### src/rtl/block_check_arbiter.sv
// ---------------------------------------------------------------------------
// block_check_arbiter
//
// Shares a single BlockChecker between two character-stream requesters, one
// complete session at a time. A session is: grant, one clear cycle to the
// checker, stream characters (one per cycle), let the checker absorb the last
// character, then capture the verdict into that requester's result register
// and rearbitrate round-robin.
//
// Handshake: a character moves on a rising edge where reqN_valid and
// reqN_ready are both high. reqN_ready is decoded from registered state only
// (STREAM and granted to N), so it never depends on reqN_valid. A requester
// keeps valid/char/last stable until that edge; dropping valid between
// characters simply stalls the session.
//
// Ports:
//   clk, reset            clock (rising edge), asynchronous active-low reset
//   reqN_valid/char/last  requester N character offer (N = 0, 1)
//   reqN_ready            requester N character accepted this cycle
//   chk_clr               one-cycle synchronous clear to the checker
//   chk_in, chk_en        character to the checker and its clock enable
//   chk_result            checker verdict (1 = begin/end balanced)
//   grant                 one-hot current owner, 00 between sessions
//   busy                  a session is in progress
//   doneN                 one-cycle pulse, session for N completed
//   resultN, truncN       last captured verdict / truncation flag for N
//   dbg_state             current FSM state (IDLE=0 CLEAR=1 STREAM=2
//                         WAIT=3 SAMPLE=4)
// ---------------------------------------------------------------------------
module block_check_arbiter #(
    parameter int CHAR_W  = 8,
    parameter int MAX_LEN = 255,
    parameter int CNT_W   = 8
) (
    input  logic              clk,
    input  logic              reset,
    input  logic              req0_valid,
    input  logic [CHAR_W-1:0] req0_char,
    input  logic              req0_last,
    output logic              req0_ready,
    input  logic              req1_valid,
    input  logic [CHAR_W-1:0] req1_char,
    input  logic              req1_last,
    output logic              req1_ready,
    output logic              chk_clr,
    output logic [CHAR_W-1:0] chk_in,
    output logic              chk_en,
    input  logic              chk_result,
    output logic [1:0]        grant,
    output logic              busy,
    output logic              done0,
    output logic              done1,
    output logic              result0,
    output logic              result1,
    output logic              trunc0,
    output logic              trunc1,
    output logic [2:0]        dbg_state
);

    typedef enum logic [2:0] {
        S_IDLE   = 3'd0,
        S_CLEAR  = 3'd1,
        S_STREAM = 3'd2,
        S_WAIT   = 3'd3,
        S_SAMPLE = 3'd4
    } state_e;

    state_e            state_q, state_d;
    logic [1:0]        grant_q, grant_d;
    logic              ptr_q, ptr_d;          // 1: requester 1 wins a tie
    logic [CNT_W-1:0]  cnt_q, cnt_d;
    logic              tflag_q, tflag_d;      // current session hit MAX_LEN
    logic [CHAR_W-1:0] chk_in_q, chk_in_d;
    logic              chk_en_q, chk_en_d;
    logic              done0_q, done0_d, done1_q, done1_d;
    logic              result0_q, result0_d, result1_q, result1_d;
    logic              trunc0_q, trunc0_d, trunc1_q, trunc1_d;

    logic              xfer;
    logic [CHAR_W-1:0] xfer_char;
    logic              xfer_last;
    logic              at_max;

    assign xfer      = (req0_valid && req0_ready) || (req1_valid && req1_ready);
    assign xfer_char = grant_q[1] ? req1_char : req0_char;
    assign xfer_last = grant_q[1] ? req1_last : req0_last;
    // The character being accepted now is the MAX_LEN-th of the session.
    assign at_max    = (cnt_q == CNT_W'(MAX_LEN - 1));

    // State register
    always_ff @(posedge clk or negedge reset) begin
        if (!reset) begin
            state_q <= S_IDLE;
        end else begin
            state_q <= state_d;
        end
    end

    // Datapath registers
    always_ff @(posedge clk or negedge reset) begin
        if (!reset) begin
            grant_q   <= 2'b00;
            ptr_q     <= 1'b0;
            cnt_q     <= '0;
            tflag_q   <= 1'b0;
            chk_in_q  <= '0;
            chk_en_q  <= 1'b0;
            done0_q   <= 1'b0;
            done1_q   <= 1'b0;
            result0_q <= 1'b0;
            result1_q <= 1'b0;
            trunc0_q  <= 1'b0;
            trunc1_q  <= 1'b0;
        end else begin
            grant_q   <= grant_d;
            ptr_q     <= ptr_d;
            cnt_q     <= cnt_d;
            tflag_q   <= tflag_d;
            chk_in_q  <= chk_in_d;
            chk_en_q  <= chk_en_d;
            done0_q   <= done0_d;
            done1_q   <= done1_d;
            result0_q <= result0_d;
            result1_q <= result1_d;
            trunc0_q  <= trunc0_d;
            trunc1_q  <= trunc1_d;
        end
    end

    // Next-state and datapath next values
    always_comb begin
        state_d   = state_q;
        grant_d   = grant_q;
        ptr_d     = ptr_q;
        cnt_d     = cnt_q;
        tflag_d   = tflag_q;
        chk_in_d  = chk_in_q;
        chk_en_d  = 1'b0;
        done0_d   = 1'b0;
        done1_d   = 1'b0;
        result0_d = result0_q;
        result1_d = result1_q;
        trunc0_d  = trunc0_q;
        trunc1_d  = trunc1_q;

        case (state_q)
            S_IDLE: begin
                if (req0_valid || req1_valid) begin
                    if (req0_valid && req1_valid) begin
                        grant_d = ptr_q ? 2'b10 : 2'b01;
                    end else begin
                        grant_d = req1_valid ? 2'b10 : 2'b01;
                    end
                    cnt_d   = '0;
                    tflag_d = 1'b0;
                    state_d = S_CLEAR;
                end
            end
            S_CLEAR: begin
                state_d = S_STREAM;
            end
            S_STREAM: begin
                if (xfer) begin
                    chk_in_d = xfer_char;
                    chk_en_d = 1'b1;
                    cnt_d    = cnt_q + CNT_W'(1);
                    if (xfer_last) begin
                        state_d = S_WAIT;
                    end else if (at_max) begin
                        // Cut the session; the rest arrives as a new one.
                        tflag_d = 1'b1;
                        state_d = S_WAIT;
                    end
                end
            end
            S_WAIT: begin
                // chk_en_q is still high here, carrying the final character.
                state_d = S_SAMPLE;
            end
            S_SAMPLE: begin
                if (grant_q[0]) begin
                    result0_d = tflag_q ? 1'b0 : chk_result;
                    trunc0_d  = tflag_q;
                    done0_d   = 1'b1;
                end
                if (grant_q[1]) begin
                    result1_d = tflag_q ? 1'b0 : chk_result;
                    trunc1_d  = tflag_q;
                    done1_d   = 1'b1;
                end
                // Favour whichever requester was not just served.
                ptr_d   = grant_q[0];
                grant_d = 2'b00;
                state_d = S_IDLE;
            end
            default: begin
                state_d = S_IDLE;
            end
        endcase
    end

    // Outputs
    always_comb begin
        req0_ready = (state_q == S_STREAM) && grant_q[0];
        req1_ready = (state_q == S_STREAM) && grant_q[1];
        chk_clr    = (state_q == S_CLEAR);
        busy       = (state_q != S_IDLE);
        grant      = grant_q;
        dbg_state  = state_q;
        chk_in     = chk_in_q;
        chk_en     = chk_en_q;
        done0      = done0_q;
        done1      = done1_q;
        result0    = result0_q;
        result1    = result1_q;
        trunc0     = trunc0_q;
        trunc1     = trunc1_q;
    end

endmodule

### config.mk
export PLATFORM = sky130hd
export DESIGN_NAME = block_check_arbiter
export DESIGN_NICKNAME = d
export VERILOG_FILES = /design/src/rtl/block_check_arbiter.sv
export SDC_FILE = /design/constraint.sdc
export NUM_CORES = 1
export LEC_CHECK = 0
export CORE_MARGIN = 8
export CORE_UTILIZATION = 55
export CTS_CLUSTER_SIZE = 14
export DETAILED_ROUTE_END_ITERATION = 10
export DONT_BUFFER_PORTS = 1
export PLACE_DENSITY = 0.73
export REMOVE_ABC_BUFFERS = 1
export SLEW_MARGIN = 5
export SYNTH_ARGS = -nofsm -noshare
export SYNTH_HDL_FRONTEND = slang
export SYNTH_SLANG_ARGS = --single-unit
export TNS_END_PERCENT = 20
### constraint.sdc
create_clock -name clk -period 2 [get_ports clk]
set_input_delay 0.4 -clock clk [delete_from_list [all_inputs] [get_ports clk]]
set_output_delay 0.4 -clock clk [all_outputs]
set_load 0.05 [all_outputs]
* Word level (Yosys, flattened, before mapping)
Cells that the tools add are included.
** Storage, ports and cells
- Word-level logic and storage cells :: 69
- Bits of input ports :: 23
- Bits in registers :: 30
** Operators by class
- Mux-type cells :: 27
- Reduce and logical (&&, ||, !) cells :: 18
- Equal/unequal tests :: 10
- Add/sub/neg operators :: 1
** Operators with widths (count)
- $mux W8 :: 3
- $pmux W8 S2 :: 1
- $mux W1 :: 12
- $mux W3 :: 4
- $pmux W3 S4 :: 1
- $add A8 B1 Y8 const B :: 1
- $eq A8 B8 Y1 const B :: 1
- $mux W2 :: 4
- $ne A2 B2 Y1 const B :: 4
- $reduce_and A2 Y1 :: 4
- $eq A3 B2 Y1 const B :: 2
- $reduce_and A3 Y1 :: 2
- $logic_and A1 B1 Y1 :: 5
- $reduce_and A5 Y1 :: 1
- $pmux W2 S2 :: 1
- $reduce_bool A2 Y1 :: 2
- $eq A3 B1 Y1 const B :: 1
- $eq A3 B3 Y1 const B :: 1
- $logic_not A3 Y1 :: 1
- $ne A3 B3 Y1 const B :: 1
- $reduce_bool A3 Y1 :: 1
- $logic_or A1 B1 Y1 :: 2
- $pmux W1 S2 :: 1

* Logic depth before layout (Yosys ltp)
Gate-level depths: netlist of the first run.
- Word-level depth :: 6
- Gate-level depth with buffers :: 5

* Least setup slack after synthesis of the first run
OpenSTA, ideal clock, no wires.
- Path kind :: reg-to-output
- From :: reg state_q[0], in the netlist dbg_state[0]
- To :: out chk_clr
- Data arrival time :: 2008 ps
- Setup slack :: -408 ps
- Required time :: 1600 ps
- Cell stages (with the launch flop) :: 3
- Cells stage by stage :: dfrtp_1 -> buf_6 -> nor3b_1
** On the way
- Longest elaborated chain between the ends :: 1
** RTL lines
- start, declared :: line 68 : state_e state_q, state_d;
- start signal, assigned :: line 95 : state_q <= state_d;
- $eq A3 B1 Y1 :: line 206 : chk_clr = (state_q == S_CLEAR);
- end, declared :: line 45 : output logic chk_clr,
No other way between the ends.

* Worst setup path after layout of the first run
Same ends and word-level chain as after synthesis.

==> flow_summary.yaml, run 1 <==
synthesis:
  synth_enable_flop_cells: 0
  ys_warn_count: 0
  synthesis.area_mm2: 0.00151
  synth-xor-area-share_pct: 0
  syn_avg_cell_area_um2: 10.8
  yosys_register_bits: 30
  synth_top_family_by_area: "compound AO/OA/AOI/OAI gates"
  netlist_instances: 140
  synth_fa_ha_area_share_pct: 1.65
  yosys.area_share.simple_pct: 15.7
  synthFlopType: "dfrtp_1"
  yosysUniqueCellTypes: 45
  async_flop_share_pct: 100
  synthMuxAreaShare_pct: 9.67
  ys_seq_area_share_pct: 49.6
  synth_compound_area_share_pct: 18.2
sta:
  rsz0062_at_grt: "false"
  skew_ps: 12.0
  fmax_mhz: 531
  fin_crit_ps: 1880
  tightest_slew_ps: 818
  final.setup.tns_ps: 0
  worst_hold_slack_ps: 236
  post-route-period-util_pct: 94.1
  max_slew_margin_pct: 45.5
  setup_violations: 0
  finalHoldViolCount: 0
  finalMaxSlewViolations: 0
min_path:
  min_to: "grant[1]"
  holdPathStages: 2
  hp-class: "input pin to flip-flop"
  hp-start: "req1_valid"
placed_design:
  hpwl_um: 2510
  numPortBuffers: 0
  place_congestion: 0.873
  dp.cells: 173
layout:
  insertedDiodeCount: 0
  layout.cells.most_common_list: "dfrtp_1, a31oi_1, a21oi_1, mux2i_1, buf_4"
  synthToLayoutAreaGrowth_pct: 13.8
  nets: 176
  layout-drive-gt1-share_pct: 21.7
  final_cells: 183
  fillers: 219
  layout_commonest_cell: "dfrtp_1"
routing:
  drt-vias-per-instance: 6.36
  wirelength_um: 3460
  post_drt_wl_per_cell_um: 18.9
  route.detailed.drc: 0
  dr.pass1.iters: 4
  drt_iter0_drc: 60
  vias: 1164
  ant_nets: 0
setup_path:
  crit_chain: "buf_4, nor3b_2, buf_4"
  timing.rr.end: "result0"
  arrival_ps: 1480
  r2r_slack_ps: 310
  reg2reg_depth: 4
  path_common_cell: "buf_4"
  path_max_fanout: 6
  path_class: "flip-flop to output port"
  cp-start-kind: "flip-flop"
  worst_setup_path_end_kind: "output port"
  slowest_delay_ps: 460
  required_ps: 1600
  rr_startpoint: "dbg_state[2]"
  cp_slowest_cell: "dfrtp_1"
floorplanning:
  die_area_mm2: 0.00469
  row_count: 19
  core_mm2: 0.00269
  ios: 47
  die_h_um: 68.5
  die_w_um: 68.5
  initial_utilization_pct: 56.4
global_route:
  grt_start_max_net_pins: 31
  grt_usage_pct: 15.9
  overflow: 0
  grt_pass1_wl_um: 5490
  antenna_found_initial: 0
  grt_pass1_vias: 1159
pwr:
  power.density_mw_per_mm2: 1850
  power_leakage_nw: 0.785
  total_power_w: 0.00319
  peakVddDrop_mv: 1.64
clock_tree:
  clk_pin_slew_ps: 100
  clk_root_buffer_cell: "clkbuf_4"
  cts_max_level: 2
  clkSinkCount: 30
  cts_tree: "done"
  clock_latency_ps: 330
  cts_buffers: 5
  cts.path.max_buffers: 2
run:
  cap_violations: 0
outcome:
  status: "completed"
[registers in the layout (all words and copies together) (netlist names)]
name and count:
chk_in 8, cnt_q 8, dbg_state 3, grant 2
chk_en 1, done0 1, done1 1, ptr_q 1
result0 1, result1 1, tflag_q 1, trunc0 1
trunc1 1
[logic make-up after synthesis]
family	Yosys count
multiplexers	14
flip-flops	30
AO/OA/AOI/OAI	40
buffers and inverters	18
AND/OR/NAND/NOR	36
adder cells (fa/ha/maj)	2
[worst max path at each step]
stage                            start    endpoint  cells after the start
final                     dbg_state[0]     chk_clr                      3
after floorplan           dbg_state[1]  req0_ready                      2
after CTS                 dbg_state[2]        busy                      4
after global placement        grant[1]    cnt_q[3]                      3
after global routing      dbg_state[0]  req1_ready                      3
after detailed placement  dbg_state[2]     result0                      4
[report_power, final]
part	total (W)	switching [W]	internal (W)	leakage [nW]
registers	0.00145	0.000642	0.000811	0.382
logic	0.00136	0.000846	0.000516	0.368
clock network	0.000378	0.000208	0.000170	0.0353
[synthesized netlist by cell type (2+ instances only)]
| library cell | instances | area (µm²) |
|---|---|---|
| nand4_1 | 3 | 18.8 |
| mux2_2 | 5 | 56.3 |
| and4_1 | 3 | 26.3 |
| clkbuf_1 | 5 | 18.8 |
| mux2i_1 | 9 | 90.1 |
| dfrtp_1 | 30 | 751 |
| a21oi_1 | 11 | 55.1 |
| nand2_1 | 6 | 22.5 |
| and3b_1 | 2 | 17.5 |
| a31oi_1 | 11 | 68.8 |
| nor2b_1 | 2 | 12.5 |
| o211ai_1 | 2 | 15.0 |
| a211o_1 | 2 | 17.5 |
| nand3_1 | 2 | 10.0 |
| ha_1 | 2 | 25.0 |
| nor3b_1 | 2 | 15.0 |
| buf_2 | 3 | 15.0 |
| and2_1 | 4 | 25.0 |
| nor2_1 | 2 | 7.51 |
| and3_1 | 2 | 12.5 |
| inv_1 | 8 | 30.0 |
[layer usage]
layer / track usage, % / wire length [µm] / vias to the layer above / share of wire (%)
li1: - / - / 538 / -
met1: 18.5 / 1380 / 569 / 40
met2: 23.7 / 1580 / 53 / 46
met3: 7.04 / 456 / 4 / 13
met4: 9.21 / 49 / 0 / 1.4
met5: 0 / 0 / - / 0
[stage by stage]
step / cell area, µm² / setup slack (ps) / util [%]
3_5_place_dp: 1620 / 328 / 60.5
2_1_floorplan: 1470 / -575 / -
5_1_grt: 1720 / 15.5 / 64.1
4_1_cts: 1710 / 26.7 / 63.8
3_3_place_gp: 1620 / 411 / 60.5
6_report: 1720 / 118 / 64.1
[critical path: cells and delay by family, from the launching register on]
family	cells	cell delay, ps
buffers and inverters	2	490
flip-flops	1	460
AND/OR/NAND/NOR	1	200
[repair_timing]
item | in CTS | in global routing
setup endpoints to repair | 0 | 2
hold buffers | 2 | 0
buffers inserted | 0 | 0
hold endpoints to repair | 30 | 0
gates resized for setup | 0 | 2
[layout make-up]
class / count / area (µm²) / area share (%)
clock buffer: 7 / 55.1 / 3.20
timing repair buffer: 14 / 149 / 8.64
inverter: 8 / 30.0 / 1.74
tap: 31 / 38.8 / 2.25
multi-input combinational: 92 / 694 / 40.3
sequential: 30 / 751 / 43.6
clock inverter: 1 / 5.00 / 0.290
(Power assumes the default switching activity.)
==> inputs of run 2 (changes only) <==
CAP_MARGIN = 10   (was unset)
==> results of run 2 <==
Final layout, timing and power as in run 1 (identical DEF).
